==> src/rtl/note_lane_scroller.sv <==
// rtl/note_lane_scroller.sv - N-lane note-highway scroller with play/pause/done control and optional looping
// Each lane keeps a chart copy and a shift register whose top WINDOW bits form the visible rows.
module note_lane_scroller #(
    parameter int LANES    = 2,
    parameter int SONG_LEN = 32,
    parameter int WINDOW   = 7,
    localparam int STEP_W  = $clog2(SONG_LEN + WINDOW + 1)
) (
    input  logic                       clk,
    input  logic                       n_rst,
    input  logic                       load,
    input  logic [LANES*SONG_LEN-1:0]  notes,
    input  logic                       start,
    input  logic                       pause,
    input  logic                       scroll,
    input  logic                       loop_en,
    output logic [LANES*WINDOW-1:0]    out,
    output logic [LANES-1:0]           strike,
    output logic                       playing,
    output logic                       done,
    output logic [STEP_W-1:0]          step
);

    localparam int TOTAL = SONG_LEN + WINDOW;

    typedef enum logic [2:0] {
        S_IDLE,
        S_LOADED,
        S_PLAYING,
        S_PAUSED,
        S_DONE
    } state_t;

    state_t              r_state;
    state_t              w_next;
    logic [TOTAL-1:0]    r_sh   [LANES];
    logic [SONG_LEN-1:0] r_song [LANES];
    logic [STEP_W-1:0]   r_step;
    logic                r_done;
    logic                w_advance;
    logic                w_last;

    assign w_advance = scroll && !pause;
    assign w_last    = (r_step == STEP_W'(TOTAL - 1));

    always_ff @(posedge clk or negedge n_rst) begin
        if (!n_rst) begin
            r_state <= S_IDLE;
        end else begin
            r_state <= w_next;
        end
    end

    always_comb begin
        w_next = r_state;
        if (load) begin
            w_next = S_LOADED;
        end else begin
            case (r_state)
                S_LOADED:  if (start) w_next = S_PLAYING;
                S_PLAYING: begin
                    if (pause) begin
                        w_next = S_PAUSED;
                    end else if (scroll && w_last && !loop_en) begin
                        w_next = S_DONE;
                    end
                end
                S_PAUSED:  if (!pause) w_next = S_PLAYING;
                S_DONE:    if (start) w_next = S_PLAYING;
                default:   w_next = r_state;
            endcase
        end
    end

    // Datapath: chart capture, shifting, wrap/reload and the registered done pulse.
    always_ff @(posedge clk or negedge n_rst) begin
        if (!n_rst) begin
            for (int l = 0; l < LANES; l++) begin
                r_sh[l]   <= '0;
                r_song[l] <= '0;
            end
            r_step <= '0;
            r_done <= 1'b0;
        end else begin
            r_done <= 1'b0;
            if (load) begin
                for (int l = 0; l < LANES; l++) begin
                    r_song[l] <= notes[l*SONG_LEN +: SONG_LEN];
                    r_sh[l]   <= {{WINDOW{1'b0}}, notes[l*SONG_LEN +: SONG_LEN]};
                end
                r_step <= '0;
            end else if (r_state == S_PLAYING && w_advance) begin
                if (w_last) begin
                    r_done <= 1'b1;
                end
                if (w_last && loop_en) begin
                    for (int l = 0; l < LANES; l++) begin
                        r_sh[l] <= {{WINDOW{1'b0}}, r_song[l]};
                    end
                    r_step <= '0;
                end else begin
                    for (int l = 0; l < LANES; l++) begin
                        r_sh[l] <= r_sh[l] << 1;
                    end
                    r_step <= r_step + 1'b1;
                end
            end else if (r_state == S_DONE && start) begin
                for (int l = 0; l < LANES; l++) begin
                    r_sh[l] <= {{WINDOW{1'b0}}, r_song[l]};
                end
                r_step <= '0;
            end
        end
    end

    // Lanes interleave within each row with lane 0 in the most significant slot.
    always_comb begin
        out    = '0;
        strike = '0;
        if (r_state != S_DONE) begin
            for (int r = 0; r < WINDOW; r++) begin
                for (int l = 0; l < LANES; l++) begin
                    out[r*LANES + (LANES-1-l)] = r_sh[l][SONG_LEN + r];
                end
            end
            for (int l = 0; l < LANES; l++) begin
                strike[l] = r_sh[l][SONG_LEN];
            end
        end
        playing = (r_state == S_PLAYING);
        done    = r_done;
        step    = r_step;
    end

endmodule
==> config.mk <==
export PLATFORM = sky130hd
export DESIGN_NAME = note_lane_scroller
export DESIGN_NICKNAME = d
export VERILOG_FILES = /design/src/rtl/note_lane_scroller.sv
export SDC_FILE = /design/constraint.sdc
export NUM_CORES = 1
export LEC_CHECK = 0
export ABC_AREA = 1
export ABC_CLOCK_PERIOD_IN_PS = 1900
export CORE_MARGIN = 2
export CORE_UTILIZATION = 45
export CTS_CLUSTER_DIAMETER = 50
export DETAILED_ROUTE_END_ITERATION = 6
export PLACE_DENSITY = 0.67
export SLEW_MARGIN = 20
export SYNTH_ARGS = -nofsm -noshare
export SYNTH_HDL_FRONTEND = slang
export SYNTH_SLANG_ARGS = --single-unit
==> constraint.sdc <==
create_clock -name clk -period 1.9 [get_ports clk]
set_input_delay 0.19 -clock clk [delete_from_list [all_inputs] [get_ports clk]]
set_output_delay 0.19 -clock clk [all_outputs]
set_load 0.05 [all_outputs]
==> Word-level counts from Yosys, hierarchy flattened <==
Cells that the tools add are included.
{ "classes": {"eq_ne": 9, "addsub": 1, "muxes": 19, "reduce_logical": 12} }
{ "op_table": {"columns": ["cell", "n"], "rows": [
  ["78-bit 2-to-1 mux", 4],
  ["6-bit 2-to-1 mux", 4],
  ["3-bit 2-to-1 mux", 5],
  ["14-bit 2-to-1 mux", 1],
  ["3-bit one-hot mux with 3 select lines", 1],
  ["6-bit by 1-bit adder with 6-bit output, second input constant", 1],
  ["3-bit by 2-bit equality test with 1-bit output, second input constant", 2],
  ["6-bit equality test, second input constant", 1],
  ["1-bit logical AND", 6],
  ["3-bit != test, second input constant", 2],
  ["4-bit by 3-bit != test with 1-bit output, second input constant", 1],
  ["4-bit AND reduction", 1],
  ["4-bit nonzero test", 1],
  ["3-bit by 1-bit equality test with 1-bit output, second input constant", 1],
  ["3-bit equality test, second input constant", 1],
  ["1-bit 2-to-1 mux", 3],
  ["3-bit by 1-bit != test with 1-bit output, second input constant", 1],
  ["3-bit nonzero test", 1],
  ["1-bit zero test", 2],
  ["2-bit 2-to-1 mux", 1],
  ["2-bit OR reduction", 1]
]} }
{ "totals": {"wordCells": 48, "ff_bits": 152, "in_bits": 71} }

==> Longest topological paths before layout <==
{ "logic_depth": {"depth_word": 7, "mapped_depth": 11, "depth_no_buf": 9} }

==> Least setup slack after synthesis <==
OpenSTA, ideal clock, no wires.
{ "synth_timing": {"path_kind": "reg-to-output", "startpoint": "register r_state[0]", "endpoint": "output strike[0]", "arrival_ps": 1816, "setup_slack_ps": -106, "n_path_buf": 2, "path_stages_with_launch": 7, "cell_sequence": "dfrtp_1 nor2_1 nand2_1 inv_1 clkbuf_1 nor2_1 buf_4"} }
{ "synth_between": {"elab_chain_len": 2} }
{ "synth_lines": {"columns": ["element", "line_no", "text"], "rows": [
  ["start: declaration", "34", "state_t r_state;"],
  ["start signal: assignment", "50", "r_state <= w_next;"],
  ["3-bit != test", "120", "if (r_state != S_DONE) begin"],
  ["2-bit 2-to-1 mux", "120", null],
  ["end: declaration", "18", "output logic [LANES-1:0] strike,"]
]} }
Every way passes these cells.

==> Final worst setup path <==
{ "layout_timing": {"startpoint": "register r_step[3] (netlist: step[3])", "endpoint": "output step[3]"} }
{ "layout_rtl": {"columns": ["element", "line_no", "text"], "rows": [
  ["start: declaration", "38", "logic [STEP_W-1:0] r_step;"],
  ["start signal: assignment", "105", "r_step <= r_step + 1'b1;"],
  ["end: declaration", "21", "output logic [STEP_W-1:0] step"]
]} }
No word-level cell between the ends.

==> metrics.txt <==
# TYPE chip_impl_metric gauge
chip_impl_metric{name="floorplan.initialDensity",unit=""} 0.4584
chip_impl_metric{name="drv.max_cap_violation_count",unit=""} 0
chip_impl_metric{name="insertedDiodeCount",unit=""} 0
chip_impl_info{name="cp_cell_instances",value="clkdlybuf4s50_1"} 1
chip_impl_metric{name="worst-r2r-cell-count",unit=""} 10
chip_impl_metric{name="cts_max_level",unit=""} 4
chip_impl_info{name="tritoncts",value="yes"} 1
chip_impl_info{name="synth-main-ff-cell",value="dfrtp_1"} 1
chip_impl_metric{name="clock.fmax",unit="GHz"} 0.5429
chip_impl_metric{name="drt_iter0_drc",unit=""} 415
chip_impl_metric{name="clkSlewWorstSetupHoldPaths",unit="ps"} 60
chip_impl_metric{name="avgRoutedWirePerCell",unit="um"} 14.01
chip_impl_metric{name="p_leak",unit="nW"} 4.358
chip_impl_info{name="synth_top_cells_by_area",value="dfrtp_1, nand2_1, nand3b_1"} 1
chip_impl_metric{name="max-vdd-ir-drop",unit="mV"} 0.6927
chip_impl_metric{name="multi_input_area",unit="mm2"} 0.002900
chip_impl_metric{name="timing.slew.headroom",unit=""} 0.5773
chip_impl_metric{name="total_of_buffers_placed_on_input_and_output_ports",unit=""} 94
chip_impl_metric{name="p_clk_frac",unit=""} 0.407
chip_impl_metric{name="cp_data_required_time",unit="ps"} 1710
chip_impl_info{name="startpoint_of_the_most_critical_register_to_register_path",value="step[0]$_DFFE_PN0P_"} 1
chip_impl_metric{name="comb_power_share",unit=""} 0.155
chip_impl_metric{name="dp.final_hpwl",unit="um"} 10710
chip_impl_info{name="crit_end",value="step[3]"} 1
chip_impl_metric{name="synth-warning-count",unit=""} 0
chip_impl_metric{name="grt_antenna_before_repair",unit=""} 0
chip_impl_metric{name="postRouteWirelength",unit="um"} 16750
chip_impl_metric{name="ys_seq_area_frac",unit=""} 0.5261
chip_impl_info{name="ys_top_cells_by_count",value="nand2_1, dfrtp_1, nand3_1"} 1
chip_impl_info{name="worst_path_dominant_cell_family",value="buffers and inverters"} 1
chip_impl_metric{name="final_critical_delay_including_setup_and_external_delays",unit="ps"} 1842
chip_impl_metric{name="synth.cell_area",unit="mm2"} 0.007229
chip_impl_metric{name="floorplan.die_area",unit="mm2"} 0.01710
chip_impl_metric{name="synth_enable_flop_cells",unit=""} 0
chip_impl_metric{name="path_length_in_cells_of_the_critical_path",unit=""} 1
chip_impl_info{name="clk_root_buffer_cell",value="clkbuf_16"} 1
chip_impl_metric{name="report.final.setup_viol",unit=""} 0
chip_impl_metric{name="detail_route.drc_violations",unit=""} 0
chip_impl_metric{name="layout.core_utilization",unit=""} 0.5762
chip_impl_metric{name="intPower",unit="W"} 0.006407
chip_impl_metric{name="slew_violations",unit=""} 0
chip_impl_metric{name="pin_count",unit=""} 95
chip_impl_metric{name="wire_length_of_the_first_global_routing_pass",unit="um"} 27680
chip_impl_info{name="crit-reg2reg-capture",value="r_sh[56]$_DFFE_PN0P_"} 1
chip_impl_metric{name="gp_routability_congestion",unit=""} 0.7705
chip_impl_info{name="grt_setup_unrepaired",value="false"} 1
chip_impl_metric{name="syn_avg_cell_area",unit="um2"} 8.187
chip_impl_metric{name="numClockSinks",unit=""} 152
chip_impl_metric{name="netlist_instances",unit=""} 883
chip_impl_metric{name="power_switching",unit="W"} 0.002221
chip_impl_metric{name="fill_cells",unit=""} 1478
chip_impl_metric{name="netlist.area_leader.share",unit=""} 0.5261
chip_impl_metric{name="clock_latency_at_the_later_pin_of_the_worst_skew_pair",unit="ps"} 430
chip_impl_metric{name="drt-vias-per-instance",unit=""} 5.012
chip_impl_metric{name="post-route-period-util",unit=""} 0.9694
chip_impl_metric{name="least_margin_pin_slew",unit="ps"} 634.1
chip_impl_metric{name="global_route_usage_sum",unit=""} 0.2054
chip_impl_metric{name="number_of_buffer_and_inverter_instances_along_the_worst_setup_path",unit=""} 1
chip_impl_metric{name="synth_cell_type_count",unit=""} 26
chip_impl_metric{name="power_switching_share",unit=""} 0.2574
chip_impl_metric{name="tritoncts.num_buffers",unit=""} 17
chip_impl_metric{name="powerDensity",unit="mW/mm2"} 949.5
chip_impl_metric{name="timing.critical_path.fanout_max",unit=""} 3
chip_impl_info{name="criticalPathCategory",value="flip-flop to output port"} 1
chip_impl_metric{name="share_seq_of_total_power",unit=""} 0.438
chip_impl_info{name="holdCritPathClass",value="input port to flip-flop"} 1
chip_impl_metric{name="die_h",unit="um"} 130.8
chip_impl_info{name="most_instantiated_library_cell_after_synthesis",value="nand2_1"} 1
chip_impl_metric{name="cts-root-to-sink-buffers",unit=""} 2
chip_impl_metric{name="layout-drive-gt1-share",unit=""} 0.1011
chip_impl_metric{name="clock_skew",unit="ps"} 5.737
chip_impl_metric{name="finalNetCount",unit=""} 1040
chip_impl_metric{name="ff_latch_area",unit="mm2"} 0.003807
chip_impl_metric{name="route.vias.total",unit=""} 5989
chip_impl_info{name="synth_top_cell_by_area",value="dfrtp_1"} 1
chip_impl_metric{name="grt.overflow.total",unit=""} 0
chip_impl_metric{name="die_w",unit="um"} 130.8
chip_impl_metric{name="asyncSetResetFlopFracSynth",unit=""} 1.000
chip_impl_metric{name="core",unit="mm2"} 0.01577
chip_impl_metric{name="antenna_violation_net_count_after_detailed_routing",unit=""} 0
chip_impl_metric{name="maximum_number_of_pins_on_one_net_before_global_route_repair",unit=""} 67
chip_impl_info{name="crit_path_end_kind",value="output port"} 1
chip_impl_metric{name="timing_hold_violations_final",unit=""} 0
chip_impl_metric{name="wp_data_arrival",unit="ps"} 1650
chip_impl_info{name="critical_path.startpoint",value="step[3]$_DFFE_PN0P_"} 1
chip_impl_metric{name="drt-pass1-iter-count",unit=""} 5
chip_impl_metric{name="postSynthNetCount",unit=""} 956
chip_impl_metric{name="setup.reg_to_reg.worst_slack",unit="ps"} 170
chip_impl_metric{name="via_count_of_the_first_global_routing_pass",unit=""} 5757
chip_impl_metric{name="timing.critical_path.slowest_cell_delay",unit="ps"} 830
chip_impl_info{name="timing.critical_path.from_type",value="flip-flop"} 1
chip_impl_metric{name="num_rows",unit=""} 46
chip_impl_info{name="run_status",value="complete, no violations"} 1
chip_impl_metric{name="synth_seq_cells",unit=""} 152
chip_impl_metric{name="finalSetupTns",unit="ps"} 0
chip_impl_info{name="worst_path_max_delay_cell",value="clkdlybuf4s50_1"} 1
chip_impl_metric{name="area_delta_synth_final",unit="%"} 25.68
[cells by family (layout without fill, tap and decap cells)]
group,Yosys count,in the layout,share of synthesized area
AO/OA/AOI/OAI,114,114,0.08100
adder cells (fa/ha/maj),2,2,0.003461
buffers and inverters,119,215,0.07615
flip-flops,152,152,0.5261
AND/OR/NAND/NOR,496,496,0.3133
[power by group through the flow]
stage               registers [W]  logic [W]  clock network, W
floorplan                 0.00378   0.000865                 0
global placement          0.00382    0.00131                 0
detailed placement        0.00382    0.00133                 0
CTS                       0.00377    0.00134           0.00357
global route              0.00382    0.00152           0.00370
finish                    0.00378    0.00134           0.00351
[final cells by class]
type | count | area share
clock buffers | 22 | 0.04999
clock inverters | 9 | 0.01652
inverters | 61 | 0.02589
multi-input cells | 612 | 0.3192
flip-flops and latches | 152 | 0.4190
well taps | 216 | 0.02974
repair buffers | 123 | 0.1396
[how the worst min path moves through the flow]
stage	startpoint	to	slack, ps	cells past startpoint
3_5_place_dp	n_rst	r_state[1]$_DFFE_PN0P_	160	1
4_1_cts	load	done$_DFF_PN0_	50	2
2_1_floorplan	n_rst	done$_DFF_PN0_	-110	0
6_report	load	done$_DFF_PN0_	60	2
3_3_place_gp	n_rst	r_state[1]$_DFFE_PN0P_	160	1
5_1_grt	load	done$_DFF_PN0_	60	2
[registers in the layout, indices dropped and copies added, names as in the netlist]
signal	flops
r_sh	78
done	1
r_song	64
r_state	3
step	6
[cell usage in the layout (no fill, tap or decap), types with 2 or more instances in the layout]
cell type and instances:
a21oi_1 66, buf_12 11, buf_4 33, buf_6 8, bufinv_16 4, clkbuf_1 4, clkbuf_16 17, clkdlybuf4s50_1 70
clkinv_2 3, clkinvlp_4 3, dfrtp_1 149, dfrtp_2 3, ha_1 2, inv_1 58, nand2_1 287, nand2_2 3
nand3_1 75, nand3_2 2, nand3b_1 63, nand4_1 4, nor2_1 52, nor2_2 2, nor2_4 4, o21ai_0 34
o21ai_1 2, o22ai_1 12
[metrics by stage]
step	hold WS (ps)	cells	cell area (um2)	setup slack (ps)	total power [W]
2_1_floorplan	-105.6	883	7233	44.48	0.004650
3_5_place_dp	162.9	1161	8407	50.44	0.005148
5_1_grt	61.69	1195	9086	8.720	0.009044
4_1_cts	45.28	1195	9042	5.348	0.008683
3_3_place_gp	158.1	1161	8407	73.37	0.005125
6_report	59.55	1195	9086	58.15	0.008628
[timing repair]
| item | CTS | global route |
|---|---|---|
| resized for setup | 2 | 13 |
| setup endpoints to repair | 16 | 16 |
| pin swaps | 0 | 0 |
| endpoints found under the hold margin | 46 | 0 |
| hold buffers | 1 | 0 |
| buffers inserted | 2 | 0 |
[metal layers]
layer,vias up,GRT usage,part of all wire
met3,19,0.04438,0.047
li1,3017,-,-
met1,2827,0.2819,0.47
met2,126,0.3251,0.46
met4,0,0.07134,0.015
met5,-,0,0
Note: power is estimated with default switching activity, not from simulation.
